==> config.mk <==
export PLATFORM = sky130hd
export DESIGN_NAME = mmio_io_controller
export DESIGN_NICKNAME = d
export VERILOG_FILES = /design/src/rtl/io_pkg.sv /design/src/rtl/switch_debouncer.sv /design/src/rtl/mmio_io_controller.sv
export SDC_FILE = /design/constraint.sdc
export NUM_CORES = 1
export LEC_CHECK = 0
export ABC_AREA = 1
export BUFFER_PORTS_ARGS = -buffer_cell sky130_fd_sc_hd__buf_2
export CORE_MARGIN = 1
export CORE_UTILIZATION = 56
export DETAILED_ROUTE_END_ITERATION = 10
export GPL_ROUTABILITY_DRIVEN = 0
export GPL_TIMING_DRIVEN = 0
export PLACE_DENSITY = 0.75
export SLEW_MARGIN = 30
export SYNTH_ARGS = -nofsm -noshare
export SYNTH_HDL_FRONTEND = slang
export SYNTH_SLANG_ARGS = --single-unit
==> constraint.sdc <==
create_clock -name clk -period 1.88 [get_ports clk]
set_input_delay 0.188 -clock clk [delete_from_list [all_inputs] [get_ports clk]]
set_output_delay 0.188 -clock clk [all_outputs]
set_load 0.02 [all_outputs]
==> src/rtl/io_pkg.sv <==
// rtl/io_pkg.sv - shared register map, bit indices and seven-segment decode
package io_pkg;

  localparam logic [3:0] OFF_SW_LO  = 4'h0;
  localparam logic [3:0] OFF_SW_HI  = 4'h1;
  localparam logic [3:0] OFF_LED_LO = 4'h2;
  localparam logic [3:0] OFF_LED_HI = 4'h3;
  localparam logic [3:0] OFF_DISP0  = 4'h4;
  localparam logic [3:0] OFF_DISP1  = 4'h5;
  localparam logic [3:0] OFF_DISP2  = 4'h6;
  localparam logic [3:0] OFF_DISP3  = 4'h7;
  localparam logic [3:0] OFF_CTRL   = 4'hC;
  localparam logic [3:0] OFF_EVT    = 4'hD;

  localparam int CTRL_SRC_BIT   = 0;
  localparam int CTRL_BLANK_BIT = 1;
  localparam int EVT_SW_BIT     = 0;

  // Active-low cathode pattern, bit order {g,f,e,d,c,b,a}.
  function automatic logic [6:0] hex_to_seg(input logic [3:0] nib);
    logic [6:0] pat;
    case (nib)
      4'h0: pat = 7'h40;
      4'h1: pat = 7'h79;
      4'h2: pat = 7'h24;
      4'h3: pat = 7'h30;
      4'h4: pat = 7'h19;
      4'h5: pat = 7'h12;
      4'h6: pat = 7'h02;
      4'h7: pat = 7'h78;
      4'h8: pat = 7'h00;
      4'h9: pat = 7'h10;
      4'hA: pat = 7'h08;
      4'hB: pat = 7'h03;
      4'hC: pat = 7'h46;
      4'hD: pat = 7'h21;
      4'hE: pat = 7'h06;
      default: pat = 7'h0E;
    endcase
    return pat;
  endfunction

endpackage

==> src/rtl/switch_debouncer.sv <==
// rtl/switch_debouncer.sv - per-bit synchronizer and stability-counter debouncer
module switch_debouncer #(
  parameter int WIDTH           = 16,
  parameter int DEBOUNCE_CYCLES = 100000
) (
  input  logic             clk,
  input  logic             reset_n,
  input  logic [WIDTH-1:0] sw_in,
  output logic [WIDTH-1:0] sw_deb,
  output logic             changed
);

  localparam int CNT_W = (DEBOUNCE_CYCLES > 2) ? $clog2(DEBOUNCE_CYCLES) : 1;
  localparam logic [CNT_W-1:0] CNT_LAST = CNT_W'(DEBOUNCE_CYCLES - 1);

  logic [WIDTH-1:0] sync1_q;
  logic [WIDTH-1:0] sync2_q;
  logic [WIDTH-1:0] deb_q;
  logic [CNT_W-1:0] cnt_q [WIDTH];
  logic [WIDTH-1:0] accept;

  // A bit is accepted when it has differed for the full stability window.
  always_comb begin
    accept = '0;
    for (int i = 0; i < WIDTH; i++) begin
      accept[i] = (sync2_q[i] != deb_q[i]) && (cnt_q[i] == CNT_LAST);
    end
  end

  // Synchronizer chain, stability counters and debounced state.
  always_ff @(posedge clk) begin
    if (!reset_n) begin
      sync1_q <= '0;
      sync2_q <= '0;
      deb_q   <= '0;
      for (int i = 0; i < WIDTH; i++) cnt_q[i] <= '0;
    end else begin
      sync1_q <= sw_in;
      sync2_q <= sync1_q;
      for (int i = 0; i < WIDTH; i++) begin
        if (sync2_q[i] == deb_q[i]) begin
          cnt_q[i] <= '0;
        end else if (accept[i]) begin
          deb_q[i] <= sync2_q[i];
          cnt_q[i] <= '0;
        end else begin
          cnt_q[i] <= cnt_q[i] + CNT_W'(1);
        end
      end
    end
  end

  assign sw_deb = deb_q;
  // High during the cycle whose closing edge updates sw_deb, so a consumer
  // registering on the same edge sees the event together with the new value.
  assign changed = |accept;

endmodule

==> src/rtl/mmio_io_controller.sv <==
// rtl/mmio_io_controller.sv - memory-mapped switch, LED and seven-segment block
module mmio_io_controller
  import io_pkg::*;
#(
  parameter int               DATA_W          = 8,
  parameter int               D_ADDR_W        = 12,
  parameter int               NUM_SW          = 16,
  parameter int               NUM_LED         = 16,
  parameter int               NUM_DIGITS      = 4,
  parameter logic [D_ADDR_W-1:0] MMIO_BASE    = 12'hFF0,
  parameter int               DEBOUNCE_CYCLES = 100000,
  parameter int               SCAN_CYCLES     = 100000
) (
  input  logic                    clk,
  input  logic                    reset_n,
  input  logic [NUM_SW-1:0]       sw,
  output logic [NUM_LED-1:0]      led,
  output logic [6:0]              seg,
  output logic [NUM_DIGITS-1:0]   an,
  input  logic [D_ADDR_W-1:0]     data_addr,
  input  logic                    write_enable,
  input  logic [DATA_W-1:0]       write_data,
  output logic [DATA_W-1:0]       read_data,
  output logic                    int_mem_select,
  input  logic [4*NUM_DIGITS-1:0] debug_value
);

  localparam int PRE_W = (SCAN_CYCLES > 1) ? $clog2(SCAN_CYCLES) : 1;
  localparam logic [PRE_W-1:0] PRE_LAST = PRE_W'(SCAN_CYCLES - 1);
  localparam logic [2:0] IDX_LAST = 3'(NUM_DIGITS - 1);
  localparam logic [16:0] LED_MASK17  = (17'd1 << NUM_LED) - 17'd1;
  localparam logic [32:0] DISP_MASK33 = (33'd1 << (4 * NUM_DIGITS)) - 33'd1;
  localparam logic [15:0] LED_MASK  = LED_MASK17[15:0];
  localparam logic [31:0] DISP_MASK = DISP_MASK33[31:0];

  logic [NUM_SW-1:0] sw_deb;
  logic              sw_changed;
  logic [15:0]       sw_ext;
  logic [15:0]       led_q;
  logic [31:0]       disp_q;
  logic [1:0]        ctrl_q;
  logic              evt_q;
  logic [PRE_W-1:0]  pre_q;
  logic [2:0]        idx_q;
  logic [NUM_DIGITS-1:0] an_q;
  logic [6:0]        seg_q;
  logic [31:0]       disp_src;
  logic              in_window;
  logic [3:0]        offset;
  logic              wr;

  switch_debouncer #(
    .WIDTH           (NUM_SW),
    .DEBOUNCE_CYCLES (DEBOUNCE_CYCLES)
  ) u_debouncer (
    .clk     (clk),
    .reset_n (reset_n),
    .sw_in   (sw),
    .sw_deb  (sw_deb),
    .changed (sw_changed)
  );

  assign in_window      = (data_addr[D_ADDR_W-1:4] == MMIO_BASE[D_ADDR_W-1:4]);
  assign int_mem_select = ~in_window;
  assign offset         = data_addr[3:0];
  assign wr             = write_enable && in_window;

  // Zero-extend the debounced switches and pick the display nibble source.
  always_comb begin
    sw_ext = '0;
    sw_ext[NUM_SW-1:0] = sw_deb;
    disp_src = '0;
    if (ctrl_q[CTRL_SRC_BIT]) begin
      disp_src = disp_q;
    end else begin
      disp_src[4*NUM_DIGITS-1:0] = debug_value;
    end
  end

  // Register read mux; anything unmapped or outside the window reads 0.
  always_comb begin
    read_data = '0;
    if (in_window) begin
      case (offset)
        OFF_SW_LO:  read_data = sw_ext[7:0];
        OFF_SW_HI:  read_data = sw_ext[15:8];
        OFF_LED_LO: read_data = led_q[7:0];
        OFF_LED_HI: read_data = led_q[15:8];
        OFF_DISP0:  read_data = disp_q[7:0];
        OFF_DISP1:  read_data = disp_q[15:8];
        OFF_DISP2:  read_data = disp_q[23:16];
        OFF_DISP3:  read_data = disp_q[31:24];
        OFF_CTRL:   read_data = {6'b0, ctrl_q};
        OFF_EVT:    read_data = {7'b0, evt_q};
        default:    read_data = '0;
      endcase
    end
  end

  // Writable registers; storage beyond the configured LEDs/digits stays 0.
  always_ff @(posedge clk) begin
    if (!reset_n) begin
      led_q  <= '0;
      disp_q <= '0;
      ctrl_q <= '0;
      evt_q  <= 1'b0;
    end else begin
      if (wr) begin
        case (offset)
          OFF_LED_LO: led_q[7:0]    <= write_data & LED_MASK[7:0];
          OFF_LED_HI: led_q[15:8]   <= write_data & LED_MASK[15:8];
          OFF_DISP0:  disp_q[7:0]   <= write_data & DISP_MASK[7:0];
          OFF_DISP1:  disp_q[15:8]  <= write_data & DISP_MASK[15:8];
          OFF_DISP2:  disp_q[23:16] <= write_data & DISP_MASK[23:16];
          OFF_DISP3:  disp_q[31:24] <= write_data & DISP_MASK[31:24];
          OFF_CTRL:   ctrl_q        <= write_data[1:0];
          default:    ;
        endcase
      end
      // A new switch event takes priority over a simultaneous clear.
      if (sw_changed) begin
        evt_q <= 1'b1;
      end else if (wr && (offset == OFF_EVT) && write_data[EVT_SW_BIT]) begin
        evt_q <= 1'b0;
      end
    end
  end

  // Digit scan prescaler and index.
  always_ff @(posedge clk) begin
    if (!reset_n) begin
      pre_q <= '0;
      idx_q <= '0;
    end else if (pre_q == PRE_LAST) begin
      pre_q <= '0;
      idx_q <= (idx_q == IDX_LAST) ? 3'd0 : idx_q + 3'd1;
    end else begin
      pre_q <= pre_q + PRE_W'(1);
    end
  end

  // Registered anode and cathode drive for the current digit.
  always_ff @(posedge clk) begin
    if (!reset_n) begin
      an_q  <= '1;
      seg_q <= 7'h7F;
    end else begin
      an_q  <= ctrl_q[CTRL_BLANK_BIT] ? '1 : ~(NUM_DIGITS'(1) << idx_q);
      seg_q <= hex_to_seg(disp_src[idx_q*4 +: 4]);
    end
  end

  assign an  = an_q;
  assign seg = seg_q;
  assign led = led_q[NUM_LED-1:0];

endmodule
# Yosys cells after proc, flatten, opt, wreduce, memory -nomap -nowiden

Memory sizes are Yosys's and may differ from the RTL's. A register that Yosys moved wholly into a read port is not among the register bits.
Cells that the tools add are included.

Add/subtract/negate cells: 18
Equality and inequality tests: 58
Shifts and indexed selects: 2
Multiplexer cells: 231
Bitwise operators: 67
Reductions and logical operators: 46

Operators by type and width:

| cell                                             | count |
|---|---|
| two-way mux 17 bit                               | 48 |
| adder 17 x 1 -> 17 bit (second input constant)   | 17 |
| == test 17 bit (second input constant)           | 17 |
| two-way mux 1 bit                                | 179 |
| case mux 8 bit (8 select lines)                  | 1 |
| OR 1 bit                                         | 48 |
| AND reduction 2 bit                              | 21 |
| variable part select 32 x 6 -> 4 bit             | 1 |
| logical AND 1 bit                                | 19 |
| NOT 1 bit                                        | 18 |
| == test 1 bit                                    | 16 |
| two-way mux 16 bit                               | 1 |
| inequality test 1 bit                            | 16 |
| OR reduction 16 bit                              | 1 |
| == test 4 x 2 -> 1 bit (second input constant)   | 2 |
| == test 4 x 3 -> 1 bit (second input constant)   | 2 |
| == test 4 bit (second input constant)            | 2 |
| == test 8 bit (second input constant)            | 1 |
| two-way mux 8 bit                                | 1 |
| == test 4 x 1 -> 1 bit (second input constant)   | 1 |
| logical NOT 4 bit                                | 1 |
| NOT 4 bit                                        | 1 |
| OR reduction 2 bit                               | 2 |
| << shifter 1 x 3 -> 4 bit (first input constant) | 1 |
| other kinds (5)                                  | 5 |

Flip-flop bits (word level): 107
Bits in writable memories: 272
Bits in read-only memories: 112
Bits of input ports: 55
Output and inout port bits: 36
Word-level logic and storage cells: 451
Memories kept: 2

Memories:

| memory            | depth | width | read ports | clocked after Yosys merged registers in | wr ports | line                   | RTL |
|---|---|---|---|---|---|---|---|
| u_debouncer.cnt_q | 16    | 17    | 16         | 0                                       | 16       | switch_debouncer.sv:19 | `logic [CNT_W-1:0] cnt_q [WIDTH];` |
| (name not given)  | 16    | 7     | 1          | 1                                       | 0        | io_pkg.sv:22           | `case (nib)` |

# Depth between registers and ports, before layout

Gate-level depths: netlist (run 1).
An unclocked memory read counts as a cell.

Word-level depth: 9
Depth in mapped cells: 14
Depth with buffers taken out: 13

# By module

Synthesis (run 1) repeated with hierarchy kept, for this count alone.

Cells, all modules: 2,490
Area, all modules: 20,846.2 µm²

By module, submodules not included:

| module             | times used | cells each | area an instance (µm²) | sequential area each (µm²) |
|---|---|---|---|---|
| switch_debouncer   | 1          | 1,978      | 17,255.3               | 9,128.8 |
| mmio_io_controller | 1          | 512        | 3,590.9                | 1,321.3 |

# Worst setup path after synthesis (run 1)

Ideal clock, no wire load.

Path type: flip-flop to flip-flop
Start point: register ctrl_q[0]
End point: register seg_q[3], in the netlist seg[3]
Arrival time: 1,687 ps
Required time: 1,755 ps
Setup slack: 68 ps
Stages on the path, launching flop included: 12
Period minus slack after synthesis: 1,812 ps
Cells stage by stage: dfxtp_1 -> buf_6 -> buf_6 -> o211ai_1 -> nand2_1 -> o211ai_2 -> inv_1 -> ha_1 -> nand4_1 -> nand3_1 -> nand2_1 -> nand2_1

Word-level cells in the longest chain between the ends: 2

Ends and longest elaborated chain:

| what                                 | line                      | RTL |
|---|---|---|
| start: declaration                   | mmio_io_controller.sv:41  | `logic [1:0] ctrl_q;` |
| start signal: assignment             | mmio_io_controller.sv:116 | `OFF_CTRL: ctrl_q <= write_data[1:0];` |
| two-way mux 16 bit                   | mmio_io_controller.sv:73  | `if (ctrl_q[CTRL_SRC_BIT]) begin` |
| variable part select 32 x 6 -> 4 bit | mmio_io_controller.sv:149 | `seg_q <= hex_to_seg(disp_src[idx_q*4 +: 4]);` |
| end: declaration                     | mmio_io_controller.sv:46  | `logic [6:0] seg_q;` |

Every way passes these cells.
A chain may end at the register's enable or synchronous reset.

# Worst setup path in the final report (run 1)

Ends and elaborated chain as after synthesis.

==> results of run 1 <==
[what timing repair did]
item                                    in CTS  in global routing
buffers inserted                             8                 52
hold endpoints to repair                    38                  0
endpoints found under the setup margin     116                237
gates resized for setup                     30                175
cloned                                       0                  3
hold buffers                                24                  0
pin swaps                                    7                 50
[area by class of cell]
type | instances | area (µm²) | share of cell area
diodes | 4 | 10.01 | 0.0003868
repair buffers | 176 | 1221 | 0.04720
well taps | 468 | 585.6 | 0.02263
plain buffers | 42 | 339.1 | 0.01310
clock inverters | 13 | 145.1 | 0.005609
multi-input cells | 1956 | 10550 | 0.4077
clock buffers | 66 | 1280 | 0.04947
flip-flops and latches | 386 | 10460 | 0.4041
inverters | 339 | 1287 | 0.04976
[stage by stage]
stage,setup TNS (ns),power [mW]
floorplan,0,10.47
detailed placement,-7.642,10.80
finish,-0.07741,19.31
CTS,-0.1379,19.29
global route,-1.496,19.96
global placement,-2.456,10.76
[sequential cells by signal, summed over array words and instances (netlist names)]
signal               flops
u_debouncer.cnt_q      272
pre_q                   17
disp_q                  16
led                     16
u_debouncer.sw_deb      16
u_debouncer.sync1_q     16
u_debouncer.sync2_q     16
seg                      7
an                       4
idx_q                    3
ctrl_q                   2
evt_q                    1
[power by group through the flow]
stage               clock network (mW)  registers [mW]  logic [mW]
floorplan                            0            9.79       0.675
global placement                     0            9.83       0.929
detailed placement                   0            9.84       0.954
CTS                               8.60            9.66        1.02
global route                      8.94            9.72        1.30
finish                            8.48            9.68        1.16
[tightest hold or removal path, stage by stage]
cell	delay, ns
buf_2	0.22
nand2_1	0.15
o21ai_0	0.09
[how the worst min path moves through the flow]
| stage | from | endpoint | slack [ns] | cells after the start |
|---|---|---|---|---|
| finish | reset_n | u_debouncer.sw_deb[1] | 0.19 | 3 |
| global route | reset_n | u_debouncer.sw_deb[1] | 0.21 | 3 |
| CTS | reset_n | u_debouncer.sw_deb[1] | 0.17 | 3 |
| detailed placement | sw[0] | u_debouncer.sync1_q[0] | 0.39 | 3 |
| global placement | sw[0] | u_debouncer.sync1_q[0] | 0.38 | 3 |
| floorplan | sw[0] | u_debouncer.sync1_q[0] | 0.29 | 2 |
[per-layer routing]
| layer | part of all wire | up-vias | routed length (µm) | GRT usage |
|---|---|---|---|---|
| met3 | 0.061 | 125 | 3030 | 0.04525 |
| met4 | 0.042 | 0 | 2069 | 0.1079 |
| li1 | - | 8889 | - | - |
| met5 | 0 | - | 0 | 0 |
| met1 | 0.42 | 8275 | 20820 | 0.3188 |
| met2 | 0.48 | 522 | 23490 | 0.4205 |
[Yosys cell counts, types with 15 or more instances]
library cell	instances
inv_1	324
inv_2	15
nand4_1	41
nor3b_1	32
nor2_4	17
xnor2_1	24
buf_4	15
nand3_1	158
edfxtp_1	272
xor2_1	65
nand2_2	16
nand2_1	430
o21ai_0	97
or2_2	17
dfxtp_1	114
ha_1	27
nor3_1	87
a21oi_1	143
nand3_2	26
nor2_2	35
nor2_1	351
[cell families (layout without fill, tap and decap cells)]
| family | after synthesis | in the layout | share of synthesized area |
|---|---|---|---|
| other | 1 | 276 | 0.0001791 |
| DFF | 386 | 386 | 0.4990 |
| xor gates and xnor gates | 89 | 89 | 0.03722 |
| buffers and inverters | 382 | 636 | 0.07456 |
| adders and majority gates | 27 | 27 | 0.01613 |
| and+or+nand+nor | 1272 | 1272 | 0.2964 |
| AOI/OAI and AO/OA | 296 | 296 | 0.07653 |
[cell usage in the layout (no fill, tap or decap), drive strengths merged, types with 4 or more instances in the layout]
cell type / count
a211oi: 8
nor3b: 39
xnor2: 24
a21oi: 145
nand3b: 5
diode: 4
xor2: 65
nor3: 105
clkinv: 9
dfxtp: 114
dlygate4sd3: 24
o211ai: 8
buf: 182
a31oi: 6
nand2: 448
inv: 340
o21ai: 103
or2: 23
nor2: 404
nand3: 185
nor4: 14
o21a: 13
o22ai: 6
conb: 272
ha: 27
clkbuf: 78
nand4: 45
edfxtp: 272
==> metrics.txt, run 1 <==
Cell variety after synth=54; R2R setup slack=-0.07 ns; RSZ-0062 raised after global routing=true; Sw Share=0.2277; antenna violations before repair=4; Post-Synthesis Cell Area=20940 µm²; VDD IR max=0.0007772 V; GRT Util Overall=0.2509; min-delay worst type=input pin to register; drt via density=5.163; worst skew pair latency=0.54 ns; final cycle utilization of the critical path=1.040; DRC errors left=0; startpoint types=register; Layout Cells excl Fill=3450; Inst Count DP=3281; Max Freq=511.7 MHz; Final #Nets=3026; leakage power=11.03 nW; largest net degree at the start of global routing=14; CP delay by family, top=simple AND/OR/NAND/NOR gates; clk slew on worst S/H paths=0.06 ns; Critical Path Slowest Stage Cell=dfxtp_2; layout cells sized above 1=0.1800; fillers=2804; placed inst area=22990 µm²; post-route cell area=25870 µm²; Slew @ Worst Pin=0.9193 ns; Post-synth EDFFs=272; Crit Reg-Reg Startpoint=ctrl_q[0]; Async S/R FF share, synth=0; Syn Area/Cell=8.538 µm²; Root Driver=clkbuf_16; row count=70; TritonCTS clock tree=built; share of the synthesized area in the top cell type=0.3900; Worst Setup End Kind=register; grt total ovfl=0; final core occ=0.7051; WP buf/inv=3; post-synth top area cell=edfxtp_1; synthesized flop and latch total=386; failing checks=setup timing; clock sink count=386; Final Hold Vio Count=0; Setup Skew=0.01285 ns; power per cell area=746.3 nW/µm²; Net Sw Power=4.397 mW; Clk pwr share=0.439; number of routed nets with antenna violations=0; Worst Setup SP=ctrl_q[0]; DRT Pass-1 Iters=5; Worst EP required=2.26 ns; DP HPWL=34840 µm; Internal=14.91 mW; Worst R2R Path Depth=11; Worst path max stage delay=0.33 ns; CP Depth=11; DR iter-0 viols=1298; number of global-route vias before repair=16615; Crit Reg-Reg Endpoint=seg[3]; CTS H-tree lvls=2; Layout Area Growth over Synthesis=23.55%; die width=195.4 µm; port bufs=89; register area share after synthesis=0.4990; first-pass GRT wire length=78000 µm; worst relative slew slack=0.3871; Post-Syn Instances=2453; TritonCTS buffer count=43; final worst path period need=1.954 ns; Die Area=38180 µm²; Setup WS post-layout=-0.07428 ns; dpl ws=-0.2904 ns; clk buf depth=3; core box area=36700 µm²; sequential share of power=0.501; top post-synthesis cells by area=edfxtp_1 (39%), dfxtp_1 (11%), nand2_1 (7.7%), nor2_1 (6.3%), inv_1 (5.8%); CP endpoint=seg[3]; Combinational Power Share=0.060; hold_ws=0.1926 ns; cell chain of the critical path=buf_6 > buf_6 > o211ai_1 > nand2_1 > o211ai_2 > inv_2 > ha_2 > nand4_1 > nand3_2 > nand2_2 > nand2_2; Worst EP arrival=2.33 ns; Initial Utilization=0.5707; Crit Path Class=register to register; WL/cell=14.32 µm; final WL=49410 µm; Die Height=195.4 µm; crit path max fanout=5; leading register cell type out of synthesis=edfxtp_1; I/O pins=91; yosys warns=0; # setup viols final=2; fin. max-slew vios=0; maxcap violations=0; status=finished, violations left; DR vias=17811
No activity file was read; power rests on OpenSTA's default activity.
==> run 2: changes to the inputs <==
--- a/config.mk
+++ b/config.mk
@@ -7,12 +7,12 @@
 export LEC_CHECK = 0
 export ABC_AREA = 1
 export BUFFER_PORTS_ARGS = -buffer_cell sky130_fd_sc_hd__buf_2
-export CORE_MARGIN = 1
-export CORE_UTILIZATION = 56
+export CORE_MARGIN = 2
+export CORE_UTILIZATION = 62
 export DETAILED_ROUTE_END_ITERATION = 10
 export GPL_ROUTABILITY_DRIVEN = 0
 export GPL_TIMING_DRIVEN = 0
-export PLACE_DENSITY = 0.75
+export PLACE_DENSITY = 0.79
 export SLEW_MARGIN = 30
 export SYNTH_ARGS = -nofsm -noshare
 export SYNTH_HDL_FRONTEND = slang
==> constraint.sdc (replaced) <==
create_clock -name clk -period 1.9 [get_ports clk]
set_input_delay 0.19 -clock clk [delete_from_list [all_inputs] [get_ports clk]]
set_output_delay 0.19 -clock clk [all_outputs]
set_load 0.02 [all_outputs]
==> run 2 against run 1 <==
  * The flow still finishes with violations (setup timing)
  * Hold slack got worse by 0.055 ns
  * Clock-buffer cell count fell by 8
  * Combinational power barely moved
  * Sequential share of layout area rose by 0.16 points
  * Cell area fell by 0.35%
  * Cell count fell by 0.84%
  * Critical endpoint is now seg[0]
  * Clock skew rose by 0.0062 ns
  * Core utilization rose by 6.8 points
  * Power fell by 2.1%
  * Critical path depth did not move
  * Highest routed layer is now met5
  * Sequential power fell by 1%
==> metrics.txt, run 2 (synthesis gave the netlist of run 1 again) <==
status=finished, violations left; failing checks=setup timing; Met3 Wirelength=2902 µm; maxcap violations=0; largest net degree at the start of global routing=18; Slew @ Worst Pin=0.9548 ns; clk buf depth=3; Hold Startpoint=reset_n; die width=187.8 µm; Worst Setup SP=ctrl_q[0]; DRT Pass-1 Iters=6; DR iter-0 viols=1338; hold_ws=0.1378 ns; fillers=2311; I/O pins=91; row count=67; DRC errors left=0; Root Driver=clkbuf_16; fin. max-slew vios=0; number of routed nets with antenna violations=0; VDD IR max=0.0006955 V; first-pass GRT wire length=78650 µm; final worst path period need=1.933 ns; Layout Area Growth over Synthesis=23.12%; Crit Reg-Reg Startpoint=ctrl_q[0]; Crit Path Class=register to register; crit path max fanout=6; commonest non-fill, non-tap cell in the layout=nand2_1; most frequent cells in the layout=nand2_1 (414), inv_1 (312), nor2_1 (311); Initial Utilization=0.6277; Reg area=10460 µm²; core box area=33360 µm²; drt via density=5.264; Die Area=35270 µm²; area of the multi-input gates=10630 µm²; number of global-route vias before repair=16813; clock sink count=386; min-delay worst type=input pin to register; final cycle utilization of the critical path=1.017; GRT Util Overall=0.2733; clk slew on worst S/H paths=0.06 ns; worst skew pair latency=0.56 ns; Worst EP arrival=2.37 ns; grt total ovfl=0; met2 WL=24760 µm; top flop regs=u_debouncer.cnt_q: 272 flops, pre_q: 17 flops; worst relative slew slack=0.3634; RSZ-0062 raised after global routing=true; DR top layer=met5; Final #Nets=3015; TritonCTS buffer count=42; layout cells sized above 1=0.1780; port bufs=89; Die Height=187.8 µm; Worst Setup End Kind=register; TritonCTS clock tree=built; CTS H-tree lvls=2; DP HPWL=35260 µm; final WL=50600 µm; startpoint types=register; power per cell area=732.9 nW/µm²; Worst EP required=2.33 ns; met1 wire length=21090 µm; Biggest register=u_debouncer.cnt_q; Final Hold Vio Count=0; Max Freq=517.4 MHz; # setup viols final=5; leakage power=10.94 nW; final core occ=0.7728; DR vias=18009; WL/cell=14.79 µm; antenna violations before repair=7; Setup WS post-layout=-0.03285 ns; Setup Skew=0.01909 ns; max reg flops=272
## run 2: repair_timing
action / in CTS / in global routing
hold endpoints to repair: 43 / 0
endpoints found under the setup margin: 99 / 220
gates cloned: 0 / 2
buffers inserted: 11 / 42
pin swaps: 13 / 56
gates resized for setup: 41 / 174
hold buffers: 24 / 0
## run 2: cell type report
cell class	count	area share
clock inverter	20	0.006745
tap	448	0.02174
timing repair buffer	168	0.04474
buffer	40	0.01131
multi-input combinational	1956	0.4124
inverter	339	0.05008
sequential	386	0.4057
antenna	6	0.0005823
clock buffer	58	0.04673
## run 2: final timing paths
path | endpoint | slack (ns) | cells past startpoint
setup / recovery | seg[0] | -0.03 | 11
hold reg to reg | u_debouncer.sync2_q[15] | 0.40 | 2
hold / removal | u_debouncer.sw_deb[1] | 0.14 | 3
setup reg to reg | seg[0] | -0.03 | 11
## run 2: metal layers
| metal | track usage | up-vias |
|---|---|---|
| met4 | 0.1084 | 2 |
| met5 | 0 | - |
| li1 | - | 8875 |
| met3 | 0.04230 | 120 |
| met1 | 0.3492 | 8452 |
| met2 | 0.4678 | 560 |
## run 2: metrics by stage
| stage | TNS, ns | cells | cell area, µm² | power, mW | setup slack (ns) |
|---|---|---|---|---|---|
| 6_report | -0.05687 | 3421 | 25780 | 18.90 | -0.03285 |
| 5_1_grt | -1.475 | 3420 | 25780 | 19.46 | -0.08324 |
| 4_1_cts | -0.01096 | 3372 | 24800 | 18.83 | -0.01096 |
| 3_5_place_dp | -8.716 | 3261 | 22970 | 10.69 | -0.2605 |
| 3_3_place_gp | -5.762 | 3261 | 22970 | 10.64 | -0.2586 |
| 2_1_floorplan | 0 | 2724 | 21960 | 10.35 | 0.08781 |
## run 2: where the power goes
group	switching [mW]	internal, mW	leakage, nW
clock	3.42	4.75	0.674
combinational	0.756	0.397	6.53
sequential	0.282	9.30	3.74
total	4.46	14.4	10.9
## run 2: worst max-delay path, stage by stage (launching register included)
cell,delay [ns]
dfxtp_4,0.37
buf_8,0.14
inv_8,0.07
nor2_4,0.03
o211ai_1,0.28
o211ai_4,0.18
buf_6,0.16
ha_4,0.16
inv_2,0.05
nor2_2,0.04
a21oi_2,0.21
nand3_2,0.11
